### config.mk
export PLATFORM = sky130hd
export DESIGN_NAME = sample_jitter
export DESIGN_NICKNAME = d
export VERILOG_FILES = /design/src/rtl/sample_jitter_pkg.sv /design/src/rtl/jitter_offset.sv /design/src/rtl/sample_jitter.sv
export SDC_FILE = /design/constraint.sdc
export NUM_CORES = 1
export LEC_CHECK = 0
export ABC_AREA = 1
export CORE_AREA = 2 2 128 130
export DETAILED_ROUTE_END_ITERATION = 7
export DIE_AREA = 0 0 130 132
export DONT_BUFFER_PORTS = 1
export MAX_ROUTING_LAYER = met4
export PLACE_DENSITY = 0.71
export SLEW_MARGIN = 15
export SYNTH_ARGS = -nofsm -noshare
export SYNTH_HDL_FRONTEND = slang
export SYNTH_HIERARCHICAL = 1
export SYNTH_SLANG_ARGS = --single-unit
### constraint.sdc
create_clock -name clk -period 2.2 [get_ports clk]
set_clock_uncertainty 0.15 [all_clocks]
set_input_delay 0.44 -clock clk [delete_from_list [all_inputs] [get_ports clk]]
set_output_delay 0.44 -clock clk [all_outputs]
set_load 0.01 [all_outputs]
### src/rtl/sample_jitter_pkg.sv
// Shared rasterizer definitions for the sample jitter block.
//   SIGFIG / RADIX  : default coordinate width and fractional bit count
//   SS_*            : one-hot subSample encodings (samples per pixel)
//   ss_decode()     : maps a subSample code to its shift index k and legality
package sample_jitter_pkg;

    localparam int SIGFIG = 24;
    localparam int RADIX  = 10;

    localparam logic [3:0] SS_1  = 4'b1000;
    localparam logic [3:0] SS_4  = 4'b0100;
    localparam logic [3:0] SS_16 = 4'b0010;
    localparam logic [3:0] SS_64 = 4'b0001;

    typedef struct packed {
        logic       legal;
        logic [1:0] k;
    } ss_decode_t;

    // Finer sample grids use smaller jitter steps: k grows with sample count.
    function automatic ss_decode_t ss_decode(input logic [3:0] code);
        ss_decode_t r;
        r.legal = 1'b1;
        r.k     = 2'd0;
        case (code)
            SS_1:    r.k = 2'd0;
            SS_4:    r.k = 2'd1;
            SS_16:   r.k = 2'd2;
            SS_64:   r.k = 2'd3;
            default: r.legal = 1'b0;
        endcase
        return r;
    endfunction

endpackage

### src/rtl/jitter_offset.sv
// Combinational jitter offset for one coordinate.
//   nibble : 4-bit hash slice for this axis
//   k      : subSample shift index (0..3)
//   apply  : jitter enabled and subSample code legal
//   offset : nibble << (RADIX-4-k), zero-extended; zero when apply is low
module jitter_offset #(
    parameter int SIGFIG = 24,
    parameter int RADIX  = 10
) (
    input  logic [3:0]        nibble,
    input  logic [1:0]        k,
    input  logic              apply,
    output logic [SIGFIG-1:0] offset
);

    logic [SIGFIG-1:0] nib_ext;
    logic [SIGFIG-1:0] shifted [4];

    assign nib_ext = {{(SIGFIG-4){1'b0}}, nibble};

    // One constant shift per k; the mux below picks the one in use.
    for (genvar gi = 0; gi < 4; gi++) begin : g_shift
        assign shifted[gi] = nib_ext << (RADIX - 4 - gi);
    end

    always_comb begin
        offset = '0;
        if (apply) begin
            offset = shifted[k];
        end
    end

endmodule

### src/rtl/sample_jitter.sv
// Two-stage sample jitter pipeline with valid/ready handshakes.
//   clk, rst                        : clock, synchronous active-high reset
//   in_valid/in_ready               : input handshake
//   sample_x/y, hash, subSample,
//   jitter_en                       : per-sample input fields
//   out_valid/out_ready             : output handshake
//   jit_x/jit_y                     : jittered coordinates (driven from S2)
//   count_RnnU                      : delivered sample count, wraps at 16 bits
//   err_RnnH                        : sticky illegal-subSample flag
module sample_jitter #(
    parameter int SIGFIG     = sample_jitter_pkg::SIGFIG,
    parameter int RADIX      = sample_jitter_pkg::RADIX,
    parameter int HASH_WIDTH = 8
) (
    input  logic                  clk,
    input  logic                  rst,
    input  logic                  in_valid_RnnH,
    output logic                  in_ready_RnnH,
    input  logic [SIGFIG-1:0]     sample_x_RnnS,
    input  logic [SIGFIG-1:0]     sample_y_RnnS,
    input  logic [HASH_WIDTH-1:0] hash_RnnH,
    input  logic [3:0]            subSample_RnnH,
    input  logic                  jitter_en_RnnH,
    output logic                  out_valid_RnnH,
    input  logic                  out_ready_RnnH,
    output logic [SIGFIG-1:0]     jit_x_RnnS,
    output logic [SIGFIG-1:0]     jit_y_RnnS,
    output logic [15:0]           count_RnnU,
    output logic                  err_RnnH
);
    import sample_jitter_pkg::*;

    // S1: raw sample plus its decoded jitter controls.
    logic              s1_valid_q, s1_valid_d;
    logic [SIGFIG-1:0] s1_x_q, s1_x_d, s1_y_q, s1_y_d;
    logic [3:0]        s1_nx_q, s1_nx_d, s1_ny_q, s1_ny_d;
    logic [1:0]        s1_k_q, s1_k_d;
    logic              s1_apply_q, s1_apply_d;
    // S2: jittered result.
    logic              s2_valid_q, s2_valid_d;
    logic [SIGFIG-1:0] s2_x_q, s2_x_d, s2_y_q, s2_y_d;
    logic [15:0]       count_q, count_d;
    logic              err_q, err_d;

    logic              s1_load, s2_load, in_fire;
    logic [SIGFIG-1:0] off_x, off_y;
    ss_decode_t        in_dec;

    assign in_dec  = ss_decode(subSample_RnnH);
    assign s2_load = !s2_valid_q || out_ready_RnnH;
    assign s1_load = !s1_valid_q || s2_load;
    assign in_fire = in_valid_RnnH && s1_load;

    jitter_offset #(.SIGFIG(SIGFIG), .RADIX(RADIX)) u_off_x (
        .nibble (s1_nx_q),
        .k      (s1_k_q),
        .apply  (s1_apply_q),
        .offset (off_x)
    );

    jitter_offset #(.SIGFIG(SIGFIG), .RADIX(RADIX)) u_off_y (
        .nibble (s1_ny_q),
        .k      (s1_k_q),
        .apply  (s1_apply_q),
        .offset (off_y)
    );

    always_comb begin
        s1_valid_d = s1_valid_q;
        s1_x_d     = s1_x_q;
        s1_y_d     = s1_y_q;
        s1_nx_d    = s1_nx_q;
        s1_ny_d    = s1_ny_q;
        s1_k_d     = s1_k_q;
        s1_apply_d = s1_apply_q;
        s2_valid_d = s2_valid_q;
        s2_x_d     = s2_x_q;
        s2_y_d     = s2_y_q;
        count_d    = count_q;
        err_d      = err_q;

        if (s1_load) begin
            s1_valid_d = in_valid_RnnH;
            if (in_valid_RnnH) begin
                s1_x_d     = sample_x_RnnS;
                s1_y_d     = sample_y_RnnS;
                s1_nx_d    = hash_RnnH[3:0];
                s1_ny_d    = hash_RnnH[7:4];
                s1_k_d     = in_dec.k;
                s1_apply_d = jitter_en_RnnH && in_dec.legal;
            end
        end

        // Data only changes when a real sample moves in, so outputs stay
        // put across bubbles as well as stalls.
        if (s2_load) begin
            s2_valid_d = s1_valid_q;
            if (s1_valid_q) begin
                s2_x_d = s1_x_q + off_x;
                s2_y_d = s1_y_q + off_y;
            end
        end

        if (out_valid_RnnH && out_ready_RnnH) begin
            count_d = count_q + 16'd1;
        end

        if (in_fire && !in_dec.legal) begin
            err_d = 1'b1;
        end
    end

    always_ff @(posedge clk) begin
        if (rst) begin
            s1_valid_q <= 1'b0;
            s1_x_q     <= '0;
            s1_y_q     <= '0;
            s1_nx_q    <= '0;
            s1_ny_q    <= '0;
            s1_k_q     <= '0;
            s1_apply_q <= 1'b0;
            s2_valid_q <= 1'b0;
            s2_x_q     <= '0;
            s2_y_q     <= '0;
            count_q    <= '0;
            err_q      <= 1'b0;
        end else begin
            s1_valid_q <= s1_valid_d;
            s1_x_q     <= s1_x_d;
            s1_y_q     <= s1_y_d;
            s1_nx_q    <= s1_nx_d;
            s1_ny_q    <= s1_ny_d;
            s1_k_q     <= s1_k_d;
            s1_apply_q <= s1_apply_d;
            s2_valid_q <= s2_valid_d;
            s2_x_q     <= s2_x_d;
            s2_y_q     <= s2_y_d;
            count_q    <= count_d;
            err_q      <= err_d;
        end
    end

    assign in_ready_RnnH  = s1_load;
    assign out_valid_RnnH = s2_valid_q;
    assign jit_x_RnnS     = s2_x_q;
    assign jit_y_RnnS     = s2_y_q;
    assign count_RnnU     = count_q;
    assign err_RnnH       = err_q;

endmodule
# ---- Word level (Yosys, flattened, before mapping)
# Index checks and enable logic that the tools add are counted.
dict set report totals {
  in_bits 65
  register_bits 126
  romBits 0
  ramBits 0
  latchBits 0
  output_inout_bits 67
  elab_cells 43
  mem_count 0
}
dict set report classes {
  magnitude_cmp 1
  shift 0
  eq_ne 4
  addsub 3
  div 0
  mul 0
  n_reduce_logical 12
  mux 10
  n_bitwise 1
}
# operator count
set ops {}
lappend ops {{$mux 24} 6}
lappend ops {{$bmux 24 s2} 2}
lappend ops {{$add 24x24->24} 2}
lappend ops {{$add 16x1->16 const B} 1}
lappend ops {{$pmux 2 s3} 1}
lappend ops {{$eq 4x1->1 const B} 1}
lappend ops {{$eq 4x2->1 const B} 1}
lappend ops {{$eq 4x3->1 const B} 1}
lappend ops {{$eq 4x4->1 const B} 1}
lappend ops {{$logic_and 1x1->1} 4}
lappend ops {{$reduce_and 2->1} 2}
lappend ops {{$reduce_or 4->1} 1}
lappend ops {{$ge 3x3->1 const B} 1}
lappend ops {{$logic_not 1->1} 3}
lappend ops {{$not 2->3} 1}
lappend ops {{$logic_or 1x1->1} 2}
lappend ops {{$mux 1} 1}

# ---- Logic depth before layout (Yosys ltp)
dict set report depth {
  ltp_word 6
  ltp_mapped 18
  depth_no_buf 18
}

# ---- Hierarchy
# Netlist, hierarchy kept.
# mod seq_area_each_um2 n_inst cells_per_inst area_each_um2
set modules_own_cells {}
lappend modules_own_cells {sample_jitter 2522.4 1 1335 8059.0}
lappend modules_own_cells {jitter_offset 0.0 2 47 250.2}

# ---- Worst setup path after synthesis
# OpenSTA, ideal clock, no wires.
dict set report synth_path {
  kind {register -> register}
  start {register s1_k_q[0]}
  end {register s2_y_q[22], in the netlist jit_y_RnnS[22]}
  path_stages_with_launch 15
  path_slack_ns 0.012
  n_path_buf 0
  t_required_ns 1.941
  setup_ns 0.109
  synth_period_minus_slack_ns 2.188
  arrival_time_ns 1.929
  cell_sequence {dfxtp_1 -> inv_2 -> nand2_2 -> nand2_1 -> and2_1 -> ha_1 -> nand2_1 -> nor2_1 -> nand2_1 -> nor2_1 -> nand2_1 -> nand4_1 -> nand3_1 -> nand2_1 -> inv_1}
}
dict set report synth_via {
  elab_chain_cells 6
}
# element line
set synth_lines {}
lappend synth_lines {{start, declared} sample_jitter.sv:37} ;# logic [1:0] s1_k_q, s1_k_d;
lappend synth_lines {{start signal, assigned} sample_jitter.sv:133} ;# s1_k_q <= s1_k_d;
lappend synth_lines {{$not 2->3 (not written as such)} jitter_offset.sv:29} ;# offset = shifted[k];
lappend synth_lines {{$bmux 24 s2} jitter_offset.sv:29}
lappend synth_lines {{$mux 24 (not written as such) (2 in a row)} jitter_offset.sv:29}
lappend synth_lines {{$mux 24} jitter_offset.sv:28} ;# if (apply) begin
lappend synth_lines {{named net off_y[8]} sample_jitter.sv:46} ;# logic [SIGFIG-1:0] off_x, off_y;
lappend synth_lines {{$add 24x24->24} sample_jitter.sv:100} ;# s2_y_d = s1_y_q + off_y;
lappend synth_lines {{end signal, assigned} sample_jitter.sv:137} ;# s2_y_q <= s2_y_d;
lappend synth_lines {{end, declared} sample_jitter.sv:41} ;# logic [SIGFIG-1:0] s2_x_q, s2_x_d, s2_y_q, s2_y_d;
# The timed path passes the listed nets, and every way through them passes these cells. The select of a mux whose other input is x is not followed.
# A chain may end at the register's enable or synchronous reset.

# ---- Final worst setup path
dict set report layout_path {
  start {register s1_k_q[0]}
  end {register s2_y_q[20], in the netlist jit_y_RnnS[20]}
}
# Same word-level chain as after synthesis.

==> flow_metrics.tcl <==
set metrics [dict create \
    outcome "complete, but fails checks" \
    failed_checks "setup timing" \
    setup_slack_ns -0.0425 \
    n_fill_cell 1483 \
    finalSetupViolations 7 \
    cts_sinks 126 \
    antenna_found_initial 0 \
    grt_max_degree 45 \
    htree_levels 4 \
    setup.worst_path.class "register to register" \
    start_kind "register" \
    dr.pass1.iters 5 \
    p_sw_share_pct 31.6 \
    diodes 0 \
    vdd_drop_max_uv 513 \
    p_sw_mw 2.08 \
    die_w_um 130 \
    viasPerCell 5.03 \
    root_buffer "clkbuf_16" \
    rsz0062_at_grt "true" \
    power_frac_seq_pct 39.7 \
    async_flop_share_pct 0 \
    cts_buffer_depth 2 \
    synth-seq-area-share_pct 29.5 \
    drv_slew 0 \
    p_int_mw 4.48 \
    drt_iter0_markers 599 \
    grt_pass1_vias 7922 \
    synth_seq_cells 126 \
    place.gp.congestion 0.970 \
    grt_pass1_wl_um 37700 \
    drive_gt1_share_pct 17.4 \
    min_period_ns 2.24 \
    period_share_pct 102 \
    comb_power_share_pct 19.7 \
    ios 132 \
    dieArea_sq_um 17200 \
    routedWlPerCell_um 13.8 \
    grt_use_total_pct 28.4 \
    final_util_pct 65.5 \
    cts_tree "yes" \
    core-area_sq_um 15700 \
    dieHeight_um 132 \
    p_per_area_nw_per_um2 637 \
    clkTransAtPathRegs_ns 0.06 \
    dp.cells 1658 \
    synth_top_flop_cell "dfxtp_1" \
    port-buffer-count 0 \
    end_kind "register" \
    pwr-share-clk_pct 40.6 \
    ys.warnings.count 6 \
    rows 46 \
    synthCells 1429 \
    start_util_pct 54.5 \
    clkLatencyLatePin_ns 0.43 \
    multi_input_area_sq_um 5580 \
    syn_to_final_growth_pct 20.2 \
    wl_um 23500 \
    syn_area_per_cell_sq_um 5.99 \
    crit_required_ns 2.38 \
    synth_area_sq_um 8560 \
    cp_max_fo 6 \
    dp_hpwl_um 17400 \
    ys_types 34 \
    maxCapViolCount 0 \
    ant_nets 0 \
    final-seq-area_sq_um 2530 \
    crit_arrival_ns 2.42 \
    synth-edff-count 0 \
    p_leak_nw 5.50 \
    worst_pin_slew_ns 0.560 \
    drcViolationCount 0 \
    hold_viol_final 0 \
    fmax_mhz 446 \
    via_count 8554 \
    slew_headroom_pct 62.6 \
    fin_tns_setup_ns -0.177 \
    overflow 0 \
    hold_class "input pin to register" \
    nets 1586 \
    fin_cells 1701 \
    numCtsBuffers 17 \
]
[worst max-delay path, cell delays in order (launching register included)]
cell	delay [ns]
dfxtp_4	0.40
inv_4	0.05
buf_6	0.13
nand2_2	0.05
nand2_2	0.06
and2_4	0.15
ha_4	0.30
nand2_4	0.07
nor2_1	0.17
nand2_1	0.07
nand3b_1	0.23
nand4_1	0.13
nand3_1	0.08
nand2_1	0.06
inv_1	0.03
[routing by layer]
layer,vias to the layer above,wire [um],GRT usage [%]
met5,-,0,-
met4,0,501,7.11
met3,42,1460,6.17
met2,228,10600,44.1
met1,3857,10900,37.6
li1,4427,-,-
[power by group through the flow]
stage          clock network [mW]  registers (mW)  logic [mW]
6_report                     2.66            2.60        1.29
5_1_grt                      2.79            2.62        1.47
4_1_cts                      2.70            2.60        1.14
3_5_place_dp                    0            2.64        1.09
3_3_place_gp                    0            2.64        1.08
2_1_floorplan                   0            2.60       0.890
[sequential cells by signal, indices dropped and copies added (netlist names)]
signal / cells
s1_nx_q: 4
s1_y_q: 24
err_RnnH: 1
s1_valid_q: 1
s1_apply_q: 1
jit_x_RnnS: 24
out_valid_RnnH: 1
s1_ny_q: 4
count_RnnU: 16
jit_y_RnnS: 24
s1_x_q: 24
s1_k_q: 2
[kinds of logic after synthesis]
group	after synthesis	share of synthesized area, %
compound gates	143	8.77
simple gates	801	38.1
buf+inv	290	14.4
flops	126	29.5
other cells	2	0.0877
xor+xnor	18	1.84
fa+ha+maj	49	7.34
[cell type report]
| class | instances | area share (%) |
|---|---|---|
| well taps | 216 | 2.63 |
| repair buffers | 60 | 5.08 |
| clock buffers | 19 | 4.21 |
| multi-input cells | 1045 | 54.2 |
| clock inverters | 13 | 1.14 |
| inverters | 222 | 8.12 |
| flip-flops and latches | 126 | 24.6 |
[metrics by stage]
step           total power, mW  hold WS (ns)  instance area [sq um]  setup WS (ns)
2_1_floorplan             3.49         0.312                   8680         0.0116
3_3_place_gp              3.71         0.321                   8950         -0.225
3_5_place_dp              3.73         0.328                   8950         -0.243
4_1_cts                   6.44       0.00714                   9750       -0.00360
5_1_grt                   6.89        0.0214                  10300         -0.159
6_report                  6.56        0.0156                  10300        -0.0425
[final timing paths]
path | from | endpoint | slack, ns | cells after the start
setup / recovery | s1_k_q[0] | jit_y_RnnS[20] | -0.04 | 14
hold / removal | sample_x_RnnS[19] | s1_x_q[19] | 0.02 | 2
setup reg to reg | s1_k_q[0] | jit_y_RnnS[20] | -0.04 | 14
hold reg to reg | s1_y_q[13] | s1_y_q[13] | 0.34 | 2
[cells in the mapped netlist, drive strengths merged (3+ instances only)]
cell	number	area share (%)
a21oi	42	2.5
clkbuf	17	0.75
and2	4	0.29
ha	47	6.9
nand3	85	5.0
a21o	8	0.70
nand3b	5	0.44
nor3	11	0.89
nand2	393	17
a211oi	3	0.26
nor2	287	13
buf	51	4.0
nand4	13	0.95
inv	220	9.6
dfxtp	126	29
xnor2	5	0.51
o21ai	86	5.0
xor2	13	1.3
[layout by cell type (no fill, tap or decap), types with 8 or more instances in the layout]
cell type	Yosys	routed
a21o_1	8	8
a21oi_1	42	33
o21ai_1	6	10
nand2_2	6	61
xor2_1	13	13
ha_4	0	11
inv_2	4	19
ha_1	47	36
nand3_2	0	26
buf_4	34	47
o21ai_0	80	74
conb_1	2	34
nand2_1	387	319
nor2_4	3	9
nand3_1	85	57
clkbuf_16	0	17
buf_6	0	8
a21oi_2	0	9
dfxtp_1	126	123
nand2_4	0	13
nor2_1	283	271
nand4_1	13	13
inv_1	216	201
[timing repair]
action                                 in CTS  in global routing
pin swaps                                   9                 54
hold buffers                                2                  0
buffers inserted                            0                  9
setup endpoints to repair                  36                 38
endpoints found under the hold margin      12                  0
gates resized for setup                    52                140
(Power assumes the default switching activity.)
